<file path="config.mk">
export PLATFORM = sky130hd
export DESIGN_NAME = host_dma_chunker
export DESIGN_NICKNAME = d
export VERILOG_FILES = /design/src/rtl/host_dma_chunker_pkg.sv /design/src/rtl/hdma_trk_fifo.sv /design/src/rtl/host_dma_chunker.sv
export SDC_FILE = /design/constraint.sdc
export NUM_CORES = 1
export LEC_CHECK = 0
export CORE_MARGIN = 4
export CORE_UTILIZATION = 54
export CTS_BUF_LIST = sky130_fd_sc_hd__clkbuf_4 sky130_fd_sc_hd__clkbuf_8 sky130_fd_sc_hd__clkbuf_16
export DETAILED_ROUTE_END_ITERATION = 10
export PLACE_DENSITY = 0.88
export SLEW_MARGIN = 5
export SYNTH_ARGS = -nofsm -noshare
export SYNTH_HDL_FRONTEND = slang
export SYNTH_SLANG_ARGS = --single-unit
</file>
<file path="constraint.sdc">
create_clock -name aclk -period 4.7 [get_ports aclk]
set_clock_uncertainty 0.2 [all_clocks]
set_input_delay 0.47 -clock aclk [delete_from_list [all_inputs] [get_ports aclk]]
set_output_delay 0.47 -clock aclk [all_outputs]
set_load 0.02 [all_outputs]
</file>
<file path="src/rtl/host_dma_chunker_pkg.sv">
// Shared types and default widths for the host DMA chunker and its tracking FIFO.
package host_dma_chunker_pkg;

  localparam int unsigned HDMA_ADDR_BITS = 64;
  localparam int unsigned HDMA_LEN_BITS  = 28;
  localparam int unsigned HDMA_CHUNK_LOG = 12;
  localparam int unsigned HDMA_PID_BITS  = 6;
  localparam int unsigned HDMA_NCH_BITS  = HDMA_LEN_BITS - HDMA_CHUNK_LOG + 1;

  typedef struct packed {
    logic [HDMA_ADDR_BITS-1:0] paddr;
    logic [HDMA_LEN_BITS-1:0]  len;
    logic                      last;
    logic [HDMA_PID_BITS-1:0]  pid;
  } hdma_chunk_req_t;

  typedef struct packed {
    logic [HDMA_PID_BITS-1:0] pid;
    logic [HDMA_NCH_BITS-1:0] n_chunks;
  } hdma_trk_t;

  typedef enum logic [0:0] {
    StIdle,
    StIssue
  } hdma_chunk_st_e;

endpackage

</file>
<file path="src/rtl/hdma_trk_fifo.sv">
// Synchronous FIFO holding {pid, n_chunks} for each accepted request; push and pop may coincide.
module hdma_trk_fifo #(
  parameter int unsigned Depth = 16,
  parameter int unsigned Width = 23
) (
  input  logic             clk_i,
  input  logic             rst_ni,
  input  logic             push_i,
  input  logic [Width-1:0] wdata_i,
  input  logic             pop_i,
  output logic [Width-1:0] rdata_o,
  output logic             full_o,
  output logic             empty_o
);

  localparam int unsigned AW = $clog2(Depth);

  // Pointers carry one extra wrap bit to tell full from empty.
  logic [AW:0]      wr_q, wr_d, rd_q, rd_d;
  logic [Width-1:0] mem_q [Depth];
  logic             do_push, do_pop;

  assign empty_o = (wr_q == rd_q);
  assign full_o  = (wr_q[AW] != rd_q[AW]) && (wr_q[AW-1:0] == rd_q[AW-1:0]);
  assign do_push = push_i && !full_o;
  assign do_pop  = pop_i && !empty_o;
  assign rdata_o = mem_q[rd_q[AW-1:0]];

  always_comb begin
    wr_d = wr_q;
    rd_d = rd_q;
    if (do_push) wr_d = wr_q + (AW + 1)'(1);
    if (do_pop)  rd_d = rd_q + (AW + 1)'(1);
  end

  always_ff @(posedge clk_i or negedge rst_ni) begin
    if (!rst_ni) begin
      wr_q <= '0;
      rd_q <= '0;
    end else begin
      wr_q <= wr_d;
      rd_q <= rd_d;
    end
  end

  always_ff @(posedge clk_i) begin
    if (do_push) mem_q[wr_q[AW-1:0]] <= wdata_i;
  end

endmodule

</file>
<file path="src/rtl/host_dma_chunker.sv">
// Splits host DMA requests into boundary-aligned chunks and emits one in-order done per request.
// Optional HDMA_CHUNK_STATS_EN adds stat_chunks/stat_reqs counters.
module host_dma_chunker
  import host_dma_chunker_pkg::*;
#(
  parameter int unsigned ADDR_BITS     = HDMA_ADDR_BITS,
  parameter int unsigned LEN_BITS      = HDMA_LEN_BITS,
  parameter int unsigned CHUNK_LOG     = HDMA_CHUNK_LOG,
  parameter int unsigned PID_BITS      = HDMA_PID_BITS,
  parameter int unsigned N_OUTSTANDING = 16
) (
  input  logic                 aclk,
  input  logic                 aresetn,
  input  logic                 s_req_valid,
  output logic                 s_req_ready,
  input  logic [ADDR_BITS-1:0] s_req_paddr,
  input  logic [LEN_BITS-1:0]  s_req_len,
  input  logic                 s_req_last,
  input  logic [PID_BITS-1:0]  s_req_pid,
  output logic                 m_req_valid,
  input  logic                 m_req_ready,
  output logic [ADDR_BITS-1:0] m_req_paddr,
  output logic [LEN_BITS-1:0]  m_req_len,
  output logic                 m_req_last,
  output logic [PID_BITS-1:0]  m_req_pid,
  input  logic                 s_done_valid,
  output logic                 m_done_valid,
  input  logic                 m_done_ready,
  output logic [PID_BITS-1:0]  m_done_pid
`ifdef HDMA_CHUNK_STATS_EN
  ,
  output logic [31:0]          stat_chunks,
  output logic [31:0]          stat_reqs
`endif
);

  localparam int unsigned C  = 1 << CHUNK_LOG;
  localparam int unsigned NW = LEN_BITS - CHUNK_LOG + 1;
  localparam int unsigned TW = PID_BITS + NW;
  localparam int unsigned CW = NW + $clog2(N_OUTSTANDING);

  function automatic logic [LEN_BITS-1:0] room_of(input logic [CHUNK_LOG-1:0] off);
    return LEN_BITS'(C) - LEN_BITS'(off);
  endfunction

  function automatic logic [LEN_BITS-1:0] chunk_len(input logic [CHUNK_LOG-1:0] off,
                                                   input logic [LEN_BITS-1:0]  rem);
    return (rem < room_of(off)) ? rem : room_of(off);
  endfunction

  hdma_chunk_st_e       state_q, state_d;
  logic [ADDR_BITS-1:0] addr_q, addr_d, nxt_addr;
  logic [LEN_BITS-1:0]  rem_q, rem_d, nxt_rem;
  logic [LEN_BITS-1:0]  len_q, len_d;
  logic                 fin_q, fin_d, last_q, last_d, rdy_q;
  logic [PID_BITS-1:0]  pid_q, pid_d;
  logic [CW-1:0]        done_cnt_q, done_cnt_d;

  logic [LEN_BITS:0]    nsum;
  logic [NW-1:0]        n_chunks, head_n;
  logic [PID_BITS-1:0]  head_pid;
  logic [TW-1:0]        trk_rdata;
  logic                 trk_push, trk_pop, trk_full, trk_empty, done_inc;

  // rdy_q holds s_req_ready low while in reset and for the edge that releases it.
  assign s_req_ready = rdy_q && (state_q == StIdle) && !trk_full;
  assign m_req_valid = (state_q == StIssue);
  assign m_req_paddr = addr_q;
  assign m_req_len   = len_q;
  assign m_req_last  = last_q && fin_q;
  assign m_req_pid   = pid_q;

  assign nxt_addr = addr_q + ADDR_BITS'(len_q);
  assign nxt_rem  = rem_q - len_q;

  assign nsum     = (LEN_BITS + 1)'(s_req_paddr[CHUNK_LOG-1:0]) + (LEN_BITS + 1)'(s_req_len)
                  + (LEN_BITS + 1)'(C - 1);
  assign n_chunks = (s_req_len == '0) ? NW'(1) : NW'(nsum >> CHUNK_LOG);

  always_comb begin
    state_d  = state_q;
    addr_d   = addr_q;
    rem_d    = rem_q;
    len_d    = len_q;
    fin_d    = fin_q;
    last_d   = last_q;
    pid_d    = pid_q;
    trk_push = 1'b0;
    unique case (state_q)
      StIdle: begin
        if (s_req_valid && s_req_ready) begin
          addr_d   = s_req_paddr;
          rem_d    = s_req_len;
          len_d    = chunk_len(s_req_paddr[CHUNK_LOG-1:0], s_req_len);
          fin_d    = (s_req_len <= room_of(s_req_paddr[CHUNK_LOG-1:0]));
          last_d   = s_req_last;
          pid_d    = s_req_pid;
          trk_push = 1'b1;
          state_d  = StIssue;
        end
      end
      StIssue: begin
        if (m_req_ready) begin
          if (fin_q) begin
            state_d = StIdle;
          end else begin
            addr_d = nxt_addr;
            rem_d  = nxt_rem;
            len_d  = chunk_len(nxt_addr[CHUNK_LOG-1:0], nxt_rem);
            fin_d  = (nxt_rem <= room_of(nxt_addr[CHUNK_LOG-1:0]));
          end
        end
      end
      default: state_d = StIdle;
    endcase
  end

  always_ff @(posedge aclk or negedge aresetn) begin
    if (!aresetn) begin
      state_q <= StIdle;
      addr_q  <= '0;
      rem_q   <= '0;
      len_q   <= '0;
      fin_q   <= 1'b0;
      last_q  <= 1'b0;
      pid_q   <= '0;
      rdy_q   <= 1'b0;
    end else begin
      state_q <= state_d;
      addr_q  <= addr_d;
      rem_q   <= rem_d;
      len_q   <= len_d;
      fin_q   <= fin_d;
      last_q  <= last_d;
      pid_q   <= pid_d;
      rdy_q   <= 1'b1;
    end
  end

  hdma_trk_fifo #(
    .Depth (N_OUTSTANDING),
    .Width (TW)
  ) u_trk_fifo (
    .clk_i   (aclk),
    .rst_ni  (aresetn),
    .push_i  (trk_push),
    .wdata_i ({s_req_pid, n_chunks}),
    .pop_i   (trk_pop),
    .rdata_o (trk_rdata),
    .full_o  (trk_full),
    .empty_o (trk_empty)
  );

  assign head_n   = trk_rdata[NW-1:0];
  assign head_pid = trk_rdata[TW-1:NW];

  // Completions beyond the head's count stay in done_cnt and roll over to the next entry on pop.
  assign done_inc     = s_done_valid && !trk_empty;
  assign m_done_valid = !trk_empty && (done_cnt_q >= CW'(head_n));
  assign m_done_pid   = m_done_valid ? head_pid : '0;
  assign trk_pop      = m_done_valid && m_done_ready;

  always_comb begin
    done_cnt_d = done_cnt_q + CW'(done_inc);
    if (trk_pop) done_cnt_d = done_cnt_d - CW'(head_n);
  end

  always_ff @(posedge aclk or negedge aresetn) begin
    if (!aresetn) done_cnt_q <= '0;
    else          done_cnt_q <= done_cnt_d;
  end

`ifdef HDMA_CHUNK_STATS_EN
  logic [31:0] stat_chunks_q, stat_reqs_q;

  always_ff @(posedge aclk or negedge aresetn) begin
    if (!aresetn) begin
      stat_chunks_q <= '0;
      stat_reqs_q   <= '0;
    end else begin
      if (m_req_valid && m_req_ready) stat_chunks_q <= stat_chunks_q + 32'd1;
      if (trk_pop)                    stat_reqs_q   <= stat_reqs_q + 32'd1;
    end
  end

  assign stat_chunks = stat_chunks_q;
  assign stat_reqs   = stat_reqs_q;
`endif

`ifndef SYNTHESIS
  a_done_on_empty: assert property (@(posedge aclk) disable iff (!aresetn)
                                    !(s_done_valid && trk_empty))
    else $error("host_dma_chunker: s_done_valid with no tracked request");
`endif

endmodule

</file>
==> metrics.log <==
[metrics] run status: finished with violations
[metrics] violated checks: negative setup slack
[metrics] worst min path class: input pin to flop
[metrics] Clk pin slew, worst setup/hold paths: about 0.060 ns
[metrics] FF-to-FF Start: u_trk_fifo.rd_q[0]
[metrics] Post-Syn Instances: about 2300
[metrics] placed standard-cell area: 31900 sq um
[metrics] vias in the first global route: approximately 22000
[metrics] H-Tree Level Count: 2
[metrics] R2R depth: 17
[metrics] startpoint type of the worst setup path: flop
[metrics] Placed Instances: 3198
[metrics] wirelength, routed: around 91 mm
[metrics] worst path required time: 4.03 ns
[metrics] total congestion overflow after global routing: 0
[metrics] wire length of the first global-routing pass: roughly 130 mm
[metrics] mapped cell area: 27800 sq um
[metrics] detailed placer's ending HPWL: approximately 57 mm
[metrics] Avg Inst Size Synth: 12.4 sq um
[metrics] Net Count, Synth: 2505
[metrics] Syn-to-layout area delta: 26.1%
[metrics] final core utilization: 0.693
[metrics] most common cell after layout, fill and taps aside: edfxtp_1
[metrics] power density over cell area: a little over 800 nW/um^2
[metrics] number of max-cap violations: 0
[metrics] sequential fraction of the synthesis area: 0.542
[metrics] average detailed-routed wire length per instance: 27.0 um
[metrics] latest clock arrival within the worst-skew pair: roughly 0.65 ns
[metrics] final net count: about 2900
[metrics] share of flip-flops with an asynchronous set or reset: 0.304
[metrics] CP Launch Point: u_trk_fifo.rd_q[0]
[metrics] die area: 55200 sq um
[metrics] multi-input logic area: between 10000 and 15000 sq um
[metrics] fraction of layout cells with a size suffix above 1: 0.229
[metrics] Final Hold Violating Endpoints: 0
[metrics] hold slack: 0.154 ns
[metrics] initial core utilization: 0.550
[metrics] ranking of synthesized cells by area: edfxtp_1 40%, dfrtp_1 14%, mux4_2 9.3%, ha_1 6.6%, nand2_1 2.7%
[metrics] highest clock frequency the design can meet: 192 MHz
[metrics] DRC violations left: 0
[metrics] clock period minus worst slack: 5.20 ns
[metrics] GP Congestion: between 0.9 and 1
[metrics] yosys warns: 0
[metrics] Row Count: slightly above 80
[metrics] non-filler cells, final: around 3400
[metrics] top library cells by usage in the layout, fill and taps aside: 368 x edfxtp_1, 204 x clkdlybuf4s50_1, 197 x nand2_1
[metrics] CTS tree: built
[metrics] ANT nets after route: 0
[metrics] number of antenna violations at the first check in global routing: 3
[metrics] Cells on Worst Hold Path: 3
[metrics] RSZ-0062 raised after global routing: yes
[metrics] clock sink count: 529
[metrics] vertical die dimension: 235 um
[metrics] Final WS setup: -0.503 ns
[metrics] PortBufs: approximately 210
[metrics] R2R Path End: done_cnt_q[11]
[metrics] number of distinct library cell variants in the gate-level netlist after synthesis: 79
[metrics] fin. max-slew vios: 0
[metrics] number of clock buffers inserted by TritonCTS: between 50 and 60
[metrics] # IOs: 213
[metrics] critical hold path startpoint: s_req_last
[metrics] Clock Tree Buf Depth: 3
[metrics] detailed router's first-iteration violation count: between 3000 and 4000
[metrics] Final period util: 1.11
[metrics] internal reg-to-reg setup slack: -0.22 ns
[metrics] Max FO, Critical Path: 9
[metrics] cell accounting for the most synthesized area: edfxtp_1
[metrics] hold endpoint: last_q
[metrics] Final setup viols: 34
[metrics] Worst EP arrival: approximately 4.5 ns
[metrics] top flip-flop cell by instance count after synthesis: edfxtp_1
[metrics] worst-case vdd ir drop: slightly above 0.6 mV
[metrics] sort of element at the end of the critical path: output port
[metrics] routed via count: around 22000
[metrics] Seq. cell area: between 15000 and 20000 sq um
[metrics] total design power: about 0.029 W
[metrics] transition time at the pin with the least slew margin: approximately 1.2 ns
[metrics] tightest slew margin relative to the limit: 0.201
[metrics] detailed-router iteration count before antenna repair: 8
[metrics] Synth Register Bits: between 500 and 600
[metrics] cell area after layout: around 35000 sq um
[metrics] top-area cell type share of the netlist area: 0.397
[metrics] number of enable-type register cells in the synthesized netlist: around 370
[metrics] Clk Tree Root Cell: clkbuf_16
[metrics] final-layout fill cell count: around 3200
[metrics] die extent in x: 235 um
[metrics] Floorplan Core Area: a little over 50000 sq um
[metrics] static leakage: around 14 nW
[metrics] vias per cell: ~6.5
[metrics] maximum number of pins on one net before global-route repair: 88
[metrics] all-layer global routing usage: 0.313
[metrics] kind of critical path: flop to output port
[worst max-delay path, stage by stage, from the launching register on]
cell      delay [ns]
dfrtp_4         0.47
buf_8           0.15
buf_16          0.15
mux4_2          0.51
mux4_2          0.54
inv_2           0.14
ha_1            0.31
nand3_1         0.30
nor4_2          0.43
a211oi_2        0.10
a21oi_2         0.19
o21ai_2         0.08
buf_6           0.16
nor2b_1         0.16
buf_4           0.17
[kinds of logic (layout without fill, tap and decap cells)]
kind of cell | count (synthesis) | in the layout | share of synthesized area
fa+ha+maj | 150 | 150 | 0.0683
buf+inv | 228 | 663 | 0.0316
xor+xnor | 129 | 129 | 0.0406
compound gates | 470 | 470 | 0.105
other cells | 1 | 2 | 0.000135
simple gates | 577 | 577 | 0.100
flops | 529 | 529 | 0.542
mux | 166 | 166 | 0.112
[synthesized netlist by cell type (12+ instances only)]
master      n
a21o_1     33
a21oi_1   140
and2_1     16
and3_1     27
buf_1      21
clkbuf_1   77
dfrtp_1   161
edfxtp_1  368
ha_1      147
inv_1     126
mux2i_1    47
mux4_2    115
nand2_1   201
nand2b_1   26
nand3_1    50
nand4_1    38
nor2_1    115
nor2b_1    23
nor3_1     24
nor4_1     12
o21a_1     18
o21ai_0   141
o22ai_1    28
or3_1      15
xnor2_1    81
xor2_1     48
[per-layer routing]
metal / routed length (um) / global-route usage / part of all wire
met1: 32500 / 0.390 / 0.36
met3: 8460 / 0.0582 / 0.093
met4: 5560 / 0.161 / 0.061
met5: 23 / 0 / 0.00025
met2: 44100 / 0.526 / 0.49
[timing repair]
item	4_1_cts	5_1_grt
hold buffers	1	0
gates resized for setup	118	119
cloned	3	0
endpoints found under the hold margin	74	0
buffers inserted	35	21
endpoints found under the setup margin	72	159
pin swaps	38	49
[layout make-up]
| type | instances | share of cell area |
|---|---|---|
| flip-flops and latches | 529 | 0.431 |
| multi-input cells | 1493 | 0.363 |
| repair buffers | 433 | 0.116 |
| clock buffers | 68 | 0.0428 |
| well taps | 672 | 0.0240 |
| inverters | 126 | 0.0136 |
| clock inverters | 36 | 0.0109 |
| diodes | 1 | 0.0000714 |
[stage by stage]
step / setup TNS, ns / worst slack, ns
floorplan: 0 / 0.0487
global placement: -37.16 / -0.480
detailed placement: -70.74 / -0.763
CTS: -1.69 / -0.215
global route: -10.58 / -0.621
finish: -5.57 / -0.503
[flip-flops by register name (all words and copies together) (netlist names)]
name	flops
u_trk_fifo.rd_q	5
u_trk_fifo.mem_q	368
m_req_valid	1
m_req_len	28
m_req_pid	6
u_trk_fifo.wr_q	5
rem_q	28
last_q	1
rdy_q	1
fin_q	1
m_req_paddr	64
done_cnt_q	21
[power by group]
part | switching [W] | internal [W] | leakage (nW)
Sequential | 0.000810 | 0.00578 | 5.27
Clock | 0.00201 | 0.00257 | 0.928
Combinational | 0.00957 | 0.00792 | 7.47
Total | 0.0124 | 0.0163 | 13.7
[worst max path at each step]
stage	end	slack [ns]
2_1_floorplan	done_cnt_q[15]	0.05
3_3_place_gp	u_trk_fifo.mem_q[6][13]	-0.48
3_5_place_dp	u_trk_fifo.mem_q[0][14]	-0.76
4_1_cts	m_done_pid[4]	-0.22
5_1_grt	m_done_pid[0]	-0.62
6_report	m_done_pid[0]	-0.50
Note: power is estimated with default switching activity, not from simulation.
